==> config.mk <==
export PLATFORM = sky130hd
export DESIGN_NAME = uart_tx_sched
export DESIGN_NICKNAME = d
export VERILOG_FILES = /design/src/rtl/uart_tx_sched_pkg.sv /design/src/rtl/uart_tx_serializer.sv /design/src/rtl/uart_tx_sched.sv
export SDC_FILE = /design/constraint.sdc
export NUM_CORES = 1
export LEC_CHECK = 0
export CORE_ASPECT_RATIO = 1.1
export CORE_MARGIN = 2
export CORE_UTILIZATION = 46
export DETAILED_ROUTE_END_ITERATION = 10
export PLACE_DENSITY = 0.68
export SYNTH_ARGS = -nofsm -noshare
export SYNTH_HDL_FRONTEND = slang
export SYNTH_HIERARCHICAL = 1
export SYNTH_SLANG_ARGS = --single-unit
==> constraint.sdc <==
create_clock -name core_clk -period 3.15 [get_ports core_clk]
set_input_delay 0.315 -clock core_clk [delete_from_list [all_inputs] [get_ports core_clk]]
set_output_delay 0.315 -clock core_clk [all_outputs]
set_load 0.01 [all_outputs]
==> src/rtl/uart_tx_sched_pkg.sv <==
// Shared types and constants for the UART transmit scheduler and its serializer.
package uart_tx_sched_pkg;

  localparam int unsigned UART_DATA_BITS = 8;
  localparam int unsigned UART_MIN_DIV   = 2;

  typedef enum logic {
    UNLOCKED,
    LOCKED
  } arb_state_t;

  typedef enum logic [1:0] {
    IDLE,
    START,
    DATA,
    STOP
  } ser_state_t;

endpackage

==> src/rtl/uart_tx_serializer.sv <==
// 8N1 serializer: latches divisor and byte at frame start, shifts LSB first.
// take_c flags the cycle a pending byte is consumed (from IDLE or at the end of STOP).
module uart_tx_serializer
  import uart_tx_sched_pkg::*;
#(
  parameter int unsigned DIV_W = 16
) (
  input  logic                      core_clk,
  input  logic                      core_rstn,
  input  logic [DIV_W-1:0]          divisor,
  input  logic [UART_DATA_BITS-1:0] tx_byte,
  input  logic                      load,
  output logic                      idle,
  output logic                      take_c,
  output logic                      ser_tx
);

  ser_state_t                state, state_n;
  logic [DIV_W-1:0]          baud_cnt, baud_n;
  logic [DIV_W-1:0]          div_q, div_n;
  logic [2:0]                bit_cnt, bit_n;
  logic [UART_DATA_BITS-1:0] shreg, shreg_n;
  logic                      tx_n;
  logic [DIV_W-1:0]          div_eff;

  assign div_eff = (divisor < DIV_W'(UART_MIN_DIV)) ? DIV_W'(UART_MIN_DIV) : divisor;
  assign idle    = (state == IDLE);

  always_ff @(posedge core_clk) begin
    if (!core_rstn) begin
      state    <= IDLE;
      baud_cnt <= '0;
      div_q    <= '0;
      bit_cnt  <= '0;
      shreg    <= '0;
      ser_tx   <= 1'b1;
    end else begin
      state    <= state_n;
      baud_cnt <= baud_n;
      div_q    <= div_n;
      bit_cnt  <= bit_n;
      shreg    <= shreg_n;
      ser_tx   <= tx_n;
    end
  end

  always_comb begin
    state_n = state;
    baud_n  = baud_cnt;
    div_n   = div_q;
    bit_n   = bit_cnt;
    shreg_n = shreg;
    tx_n    = ser_tx;
    take_c  = 1'b0;
    case (state)
      IDLE: ;
      START: begin
        if (baud_cnt == '0) begin
          state_n = DATA;
          tx_n    = shreg[0];
          baud_n  = div_q - DIV_W'(1);
          bit_n   = '0;
        end else begin
          baud_n = baud_cnt - DIV_W'(1);
        end
      end
      DATA: begin
        if (baud_cnt == '0) begin
          baud_n = div_q - DIV_W'(1);
          if (bit_cnt == 3'(UART_DATA_BITS - 1)) begin
            state_n = STOP;
            tx_n    = 1'b1;
          end else begin
            bit_n   = bit_cnt + 3'd1;
            shreg_n = shreg >> 1;
            tx_n    = shreg[1];
          end
        end else begin
          baud_n = baud_cnt - DIV_W'(1);
        end
      end
      STOP: begin
        if (baud_cnt == '0) state_n = IDLE;
        else                baud_n  = baud_cnt - DIV_W'(1);
      end
      default: state_n = IDLE;
    endcase
    // A pending byte starts a new frame directly, so back-to-back frames have no idle bit.
    if (load && (state == IDLE || (state == STOP && baud_cnt == '0))) begin
      take_c  = 1'b1;
      state_n = START;
      tx_n    = 1'b0;
      div_n   = div_eff;
      baud_n  = div_eff - DIV_W'(1);
      shreg_n = tx_byte;
    end
  end

endmodule

==> src/rtl/uart_tx_sched.sv <==
// Round-robin, packet-locked sharing of one UART transmitter between NREQ byte streams.
// Optional stall timeout on the lock owner: define UART_TX_SCHED_TIMEOUT_EN.
module uart_tx_sched
  import uart_tx_sched_pkg::*;
#(
  parameter int unsigned NREQ           = 2,
  parameter int unsigned DIV_W          = 16,
  parameter int unsigned TIMEOUT_CYCLES = 65535
) (
  input  logic                           core_clk,
  input  logic                           core_rstn,
  input  logic                           cfg_enable,
  input  logic [DIV_W-1:0]               cfg_divisor,
  input  logic [NREQ-1:0]                req_valid,
  input  logic [NREQ*UART_DATA_BITS-1:0] req_data,
  input  logic [NREQ-1:0]                req_last,
  output logic [NREQ-1:0]                req_ready,
  output logic [NREQ-1:0]                grant,
  output logic                           busy,
  output logic                           timeout_err,
  output logic                           ser_tx
);

  localparam int unsigned PTR_W = (NREQ > 1) ? $clog2(NREQ) : 1;

  if (NREQ < 2 || NREQ > 8 || TIMEOUT_CYCLES == 0) begin : g_bad_params
    $error("uart_tx_sched: unsupported parameter values");
  end

  arb_state_t                arb_state, arb_n;
  logic [NREQ-1:0]           grant_n;
  logic [PTR_W-1:0]          ptr, ptr_n;
  logic                      timeout_n;
  logic                      hold_valid;
  logic [UART_DATA_BITS-1:0] hold_data;
  logic [UART_DATA_BITS-1:0] acc_data;
  logic [NREQ-1:0]           fire;
  logic                      accept, accept_last;
  logic                      ser_idle, ser_take;
  logic                      stall_expire;
  logic                      found;
  int unsigned               cand;

  assign req_ready   = grant & {NREQ{~hold_valid}};
  assign fire        = req_valid & req_ready;
  assign accept      = |fire;
  assign accept_last = |(fire & req_last);
  assign busy        = (arb_state == LOCKED) | hold_valid | ~ser_idle;

  always_comb begin
    acc_data = '0;
    for (int unsigned i = 0; i < NREQ; i++) begin
      if (grant[i]) acc_data = acc_data | req_data[i*UART_DATA_BITS +: UART_DATA_BITS];
    end
  end

`ifdef UART_TX_SCHED_TIMEOUT_EN
  localparam int unsigned STALL_W = $clog2(TIMEOUT_CYCLES + 1);
  logic [STALL_W-1:0] stall_cnt;
  logic               owner_valid;

  assign owner_valid  = |(req_valid & grant);
  assign stall_expire = (arb_state == LOCKED) && !owner_valid &&
                        (stall_cnt == STALL_W'(TIMEOUT_CYCLES - 1));

  always_ff @(posedge core_clk) begin
    if (!core_rstn || arb_state != LOCKED || owner_valid || stall_expire) stall_cnt <= '0;
    else                                                                  stall_cnt <= stall_cnt + STALL_W'(1);
  end
`else
  assign stall_expire = 1'b0;
`endif

  always_ff @(posedge core_clk) begin
    if (!core_rstn) begin
      arb_state   <= UNLOCKED;
      grant       <= '0;
      ptr         <= PTR_W'(NREQ - 1);
      timeout_err <= 1'b0;
      hold_valid  <= 1'b0;
      hold_data   <= '0;
    end else begin
      arb_state   <= arb_n;
      grant       <= grant_n;
      ptr         <= ptr_n;
      timeout_err <= timeout_n;
      if (accept) begin
        hold_valid <= 1'b1;
        hold_data  <= acc_data;
      end else if (ser_take) begin
        hold_valid <= 1'b0;
      end
    end
  end

  // Lock release and re-arbitration never share an edge: UNLOCKED always lasts a cycle.
  always_comb begin
    arb_n     = arb_state;
    grant_n   = grant;
    ptr_n     = ptr;
    timeout_n = 1'b0;
    found     = 1'b0;
    cand      = 0;
    case (arb_state)
      UNLOCKED: begin
        if (cfg_enable && |req_valid) begin
          for (int unsigned k = 1; k <= NREQ; k++) begin
            cand = (32'(ptr) + k) % NREQ;
            if (!found && req_valid[PTR_W'(cand)]) begin
              found   = 1'b1;
              arb_n   = LOCKED;
              grant_n = NREQ'(1) << cand;
              ptr_n   = PTR_W'(cand);
            end
          end
        end
      end
      LOCKED: begin
        if (accept_last) begin
          arb_n   = UNLOCKED;
          grant_n = '0;
        end else if (stall_expire) begin
          arb_n     = UNLOCKED;
          grant_n   = '0;
          timeout_n = 1'b1;
        end
      end
      default: begin
        arb_n   = UNLOCKED;
        grant_n = '0;
      end
    endcase
  end

  uart_tx_serializer #(
    .DIV_W(DIV_W)
  ) u_ser (
    .core_clk (core_clk),
    .core_rstn(core_rstn),
    .divisor  (cfg_divisor),
    .tx_byte  (hold_data),
    .load     (hold_valid),
    .idle     (ser_idle),
    .take_c   (ser_take),
    .ser_tx   (ser_tx)
  );

endmodule
; After elaboration in Yosys (flattened, before gate mapping)
; Cells that the tools add are included.
[word_totals]
reg_bits = 59
latchBits = 0
mem_bits_rw = 0
mem_bits_ro = 0
in_bits = 39
out_inout_bits = 7
wordCells = 128
memories = 0
[op_classes]
addsub = 6
mul = 0
div = 0
n_lt_le_gt_ge = 3
n_eq_ne = 18
shift = 2
muxes = 47
bitwise_logic = 10
n_reduce_logical = 30
[ops]
columns = operator, count
row1 = $mux 16, 4
row2 = $mux 8, 6
row3 = $sub 16x1->16 const B, 3
row4 = $pmux 16 s2, 1
row5 = $mux 1, 20
row6 = $logic_not 16->1, 1
row7 = $lt 16x2->1 const B, 1
row8 = $mux 2, 8
row9 = $reduce_and 3->1, 4
row10 = $ne 2x1->1 const B, 5
row11 = $reduce_and 5->1, 2
row12 = $reduce_bool 2->1, 5
row13 = $reduce_or 2->1, 5
row14 = $mux 3, 3
row15 = $ne 3x1->1 const B, 3
row16 = $reduce_bool 3->1, 3
row17 = $or 8x8->8, 1
row18 = $and 2x2->2, 3
row19 = $ne 2x2->1 const B, 3
row20 = $ne 3x3->1 const B, 2
row21 = $pmux 2 s3, 1
row22 = $pmux 3 s2, 1
row23 = $eq 2x2->1 const B, 2
row24 = $logic_and 1x1->1, 4
row25 = 17 further kinds, 25

; Depth between registers and ports, before layout
[logic_depth]
word_depth = 11
ltp_mapped = 10
depth_no_buf = 9

; By module
; Netlist, hierarchy kept.
[by_module_without_submodules]
columns = module, n_inst, cells_each, area_per_inst_um2, seq_area_each_um2
row1 = uart_tx_serializer, 1, 406, 3154.3, 920.9
row2 = uart_tx_sched, 1, 81, 689.4, 260.2

; Least setup slack after synthesis
; OpenSTA, ideal clock, no wires.
[synth_timing]
path_type = input to register
start = input cfg_divisor[6]
end = register u_ser.baud_cnt[8]
setup_time_ns = 0.075
arrival_ns = 2.845
t_required_ns = 3.075
slack_ns = 0.230
stages = 9
n_path_buf = 0
path_cell_list = nor4_1 -> nand4b_1 -> o21ai_0 -> ha_1 -> nor2b_1 -> nand3b_1 -> xor2_1 -> a2111o_1 -> o21ai_0
[synth_via]
elab_chain_len = 4
[synth_rtl]
columns = item, line
row1 = from (decl), uart_tx_sched.sv:13  ; input logic [DIV_W-1:0] cfg_divisor,
row2 = $lt 16x2->1, uart_tx_serializer.sv:26  ; assign div_eff = (divisor < DIV_W'(UART_MIN_DIV)) ? DIV_W'(UART_MIN_DIV) : divisor;
row3 = $mux 16 (*), uart_tx_serializer.sv:26
row4 = $sub 16x1->16 (*), uart_tx_serializer.sv:94  ; baud_n = div_eff - DIV_W'(1);
row5 = $mux 16 (*), uart_tx_serializer.sv:89  ; if (load && (state == IDLE || (state == STOP && baud_cnt == '0))) begin
row6 = to (signal assigned), uart_tx_serializer.sv:39  ; baud_cnt <= baud_n;
row7 = to (decl), uart_tx_serializer.sv:19  ; logic [DIV_W-1:0] baud_cnt, baud_n;
; Mark *: on every way between the ends. The rest lies on a longest branch, timed or not.
; A chain may end at the register's enable or synchronous reset.

; Worst setup path in the final report
[layout_timing]
start = register u_ser.baud_cnt[0]
end = register u_ser.baud_cnt[8]
[layout_via]
elab_chain_len = 6
elab_cells_between_ends = 12
classes_between = 1 x add/sub / 1 x eq/ne / 4 x mux / 6 x reduce/logical
[layout_rtl]
columns = item
row1 = branches (longest 6 deep; another with $sub 16x1->16)
; Parallel ways; which one is timed is not known. The select of a mux whose other input is x is not followed.

==> impl_results.md <==
* CTS Buffer Depth at 2
* Setup Buffers After CTS at 0
* Max stage delay cell, worst path: or3b_2
* CTS buffer count at 9
* Number of global-route vias before repair at approximately 3,700
* GRT Resource Usage Total at about a quarter
* Post-synth EDFFs at 0
* Post-Synthesis Cells at 487
* Ant. Diodes at 0
* Ratio of final minimum period to clock period at between 80% and 90%
* Critical Path End Type: flop
* Seq/Total Area, Yosys at a little over 30%
* IO Count at 46
* Max_slew headroom at 51.77%
* Crit path launch type: flop
* Row cnt at 34
* Maxcap violations at 0
* Static Leakage at 1.820 nW
* Clk_skew at around 0.0080 ns
* Worst Hold Class: reg -> reg
* Synth Net Count at 536
* Worst EP arrival at around 3 ns
* PostCTS Resize Cnt at 0
* Final core area utilization at 59.34%
* Final net count at 598
* CTS Hold Buffers Added at 0
* Crit Path Category: reg -> reg
* Unrepaired setup endpoints after global routing: false
* Wire length of the first global-routing pass at 18,520 um
* Vias at just over 4,000
* Avg Synthesized Cell Area at between 7 and 8 sq um
* # fillers at roughly 760
* Core area at 7998 sq um
* Fin. max-slew vios at 0
* Via-to-Cell Ratio at 6.148
* Clock Sinks at 59
* Grt ovf at 0
* Htree depth at 3
* Port Buf Inserts at between 40 and 50
* Clock latency on the worst-skew pair at 0.34 ns
* CP peak stage delay at 0.52 ns
* Final Critical Period at between 2 and 3 ns
* RePlAce Congestion at 0.9253
* Critical Path RT at approximately 3.4 ns
* FF+latch count, synth at a little under 60
* Most used DFF post-synth: dfxtp_1
* Max IR drop VDD at approximately 0.3 mV
* Max Fclk at between 300 and 400 MHz
* Syn. warnings at 6
* Hold Violations, Final at 0
* Number of remaining DRC errors at 0
* Fraction of layout instances using a drive strength above 1 at between 10% and 20%
* Top Family by Delay on Critical Path: simple AND/OR/NAND/NOR gates
* Crit-path cells: inv_1, ha_1, or3b_2, nor2_1, a31oi_1, buf_4, nand2_1, o21ai_0
* Die width at slightly above 90 um
* Antenna Nets Post-Route at 0
* Initial antenna violation count at 0
* Status: complete, no violations
* Drt pass-1 iters at 5
* Endpoints failing setup at 0
* Root buffer cell: clkbuf_8
* Area delta synth->final at 23.47%
* Initial DRC Count at 416
* Final Routed Wirelength at 11,340 um
* Pwr per Cell Area at between 800 and 900 nW/um^2
* Die ar. at just over 9000 sq um
* Final Power at 3.821 mW
* Post-synth ARST share at 0%
* Post-route setup TNS at 0 ns
* Hpwl dp at roughly 8300 um
* Routed WL per cell at between 15 and 20 um
* Critical path buffers and inverters at 2
* Worst slew pin tran at about 0.72 ns
* Yosys cell types at 63
* TritonCTS clock tree: built
* Reg clk slew, reported paths at around 0.07 ns
* Largest net degree at the start of global routing at 46
* Cell Area, Synth at between 3000 and 4000 sq um
* Chip height at about 100 um
* Worst Path Max Fanout at 7
* Initial Utilization at roughly half
==> cell usage in the layout (no fill, tap or decap), types with 3 or more instances in the layout <==
cell	count
nand2_1	53
o31ai_1	6
nand3b_1	3
or3_1	15
nor4b_1	3
nand3_1	15
a21oi_1	38
nor3_1	15
a211oi_1	16
o32ai_1	3
mux2i_1	13
clkbuf_8	10
ha_1	10
o21a_1	3
and3_1	3
a31oi_1	5
nor2_1	31
xnor2_1	13
o21ai_0	27
or4_1	7
or2_2	4
nand4_1	6
dfxtp_1	59
clkdlybuf4s50_1	44
nor2b_1	6
nor4_1	10
xor2_1	10
and2_1	3
inv_1	14
nand4b_1	8
o311a_1	3
a31o_2	4
a22oi_1	10
nand2b_1	4
buf_4	33
a211o_1	5
o211ai_1	8
==> cells in the mapped netlist, types with 5 or more instances <==
| library cell | count | area share [%] |
|---|---|---|
| a211o_1 | 5 | 1.1 |
| a211oi_1 | 16 | 3.1 |
| a21oi_1 | 38 | 4.9 |
| a22oi_1 | 10 | 2.0 |
| a31oi_1 | 6 | 0.98 |
| clkbuf_1 | 17 | 1.7 |
| dfxtp_1 | 59 | 31 |
| ha_1 | 10 | 3.3 |
| inv_1 | 14 | 1.4 |
| mux2i_1 | 13 | 3.4 |
| nand2_1 | 53 | 5.2 |
| nand3_1 | 15 | 2.0 |
| nand4_1 | 6 | 0.98 |
| nand4b_1 | 8 | 1.8 |
| nor2_1 | 31 | 3.0 |
| nor2b_1 | 6 | 0.98 |
| nor3_1 | 15 | 2.0 |
| nor4_1 | 10 | 1.6 |
| o211ai_1 | 8 | 1.6 |
| o21ai_0 | 27 | 3.5 |
| o31ai_1 | 6 | 1.2 |
| or3_1 | 15 | 2.4 |
| or4_1 | 7 | 1.4 |
| xnor2_1 | 13 | 3.0 |
| xor2_1 | 10 | 2.3 |
==> state kept, by name (all words and copies together) (netlist names), 2 cells and up <==
register and cells:
u_ser/div_q 16, u_ser/baud_cnt 16, u_ser/state 2, u_ser/bit_cnt 3
u_ser/shreg 8, grant 2, hold_data 8
==> cell families (layout without fill, tap and decap cells) <==
kind of cell	after synthesis	in the layout	synth area share, %
and+or+nand+nor	195	195	27.34
AOI/OAI and AO/OA	143	143	24.71
DFF	59	59	30.73
buffers and inverters	42	109	4.948
xor gates and xnor gates	23	23	5.241
muxes	14	14	3.678
adders and majority gates	10	10	3.255
other	1	1	0.09756
==> final timing paths <==
check	cells after the start	endpoint	start	slack (ns)
worst max-delay path	8	u_ser/baud_cnt[8]	u_ser/baud_cnt[0]	0.34
worst min-delay path	2	u_ser/shreg[7]	hold_data[7]	0.46
worst max register to register	8	u_ser/baud_cnt[8]	u_ser/baud_cnt[0]	0.34
worst min register to register	2	u_ser/shreg[7]	hold_data[7]	0.46
==> power by group <==
| part | internal (mW) | switching (mW) |
|---|---|---|
| sequential | 0.861 | 0.140 |
| combinational | 0.881 | 1.22 |
| clock | 0.386 | 0.332 |
| total | 2.13 | 1.69 |
==> layer usage <==
metal / track usage [%] / routed length [um] / up-vias
met2: 38.92 / 5012 / 169
met5: 0 / 0 / -
met4: 11.66 / 371 / 0
li1: - / - / 1954
met1: 34.95 / 5151 / 1919
met3: 4.129 / 808 / 28
==> worst reg2reg max path, delay by kind of cell (launching register included) <==
| kind | cells | cell delay (ns) |
|---|---|---|
| simple gates | 3 | 1.23 |
| flops | 1 | 0.33 |
| compound gates | 2 | 0.54 |
| fa+ha+maj | 1 | 0.20 |
| buf+inv | 2 | 0.37 |
==> area by class of cell <==
type                            count  area [sq um]  share of cell area (%)
Multi-Input combinational cell    386          2479                   52.23
Clock inverter                      6         65.06                   1.371
Tap cell                          108         135.1                   2.847
Inverter                           16         60.06                   1.265
Sequential cell                    59          1181                   24.89
Timing Repair Buffer               77         688.2                   14.50
Clock buffer                       10         137.6                   2.900
==> per-stage QoR <==
step | hold slack [ns] | instances | cell area, sq um | setup WS [ns]
2_1_floorplan | 0.4039 | 487 | 3844 | 0.2303
3_3_place_gp | 0.4382 | 646 | 4543 | 0.1005
3_5_place_dp | 0.4511 | 646 | 4543 | -0.002316
4_1_cts | 0.4612 | 662 | 4746 | 0.3531
5_1_grt | 0.4726 | 662 | 4746 | 0.2082
6_report | 0.4592 | 662 | 4746 | 0.3437
No activity file was read; power rests on OpenSTA's default activity.
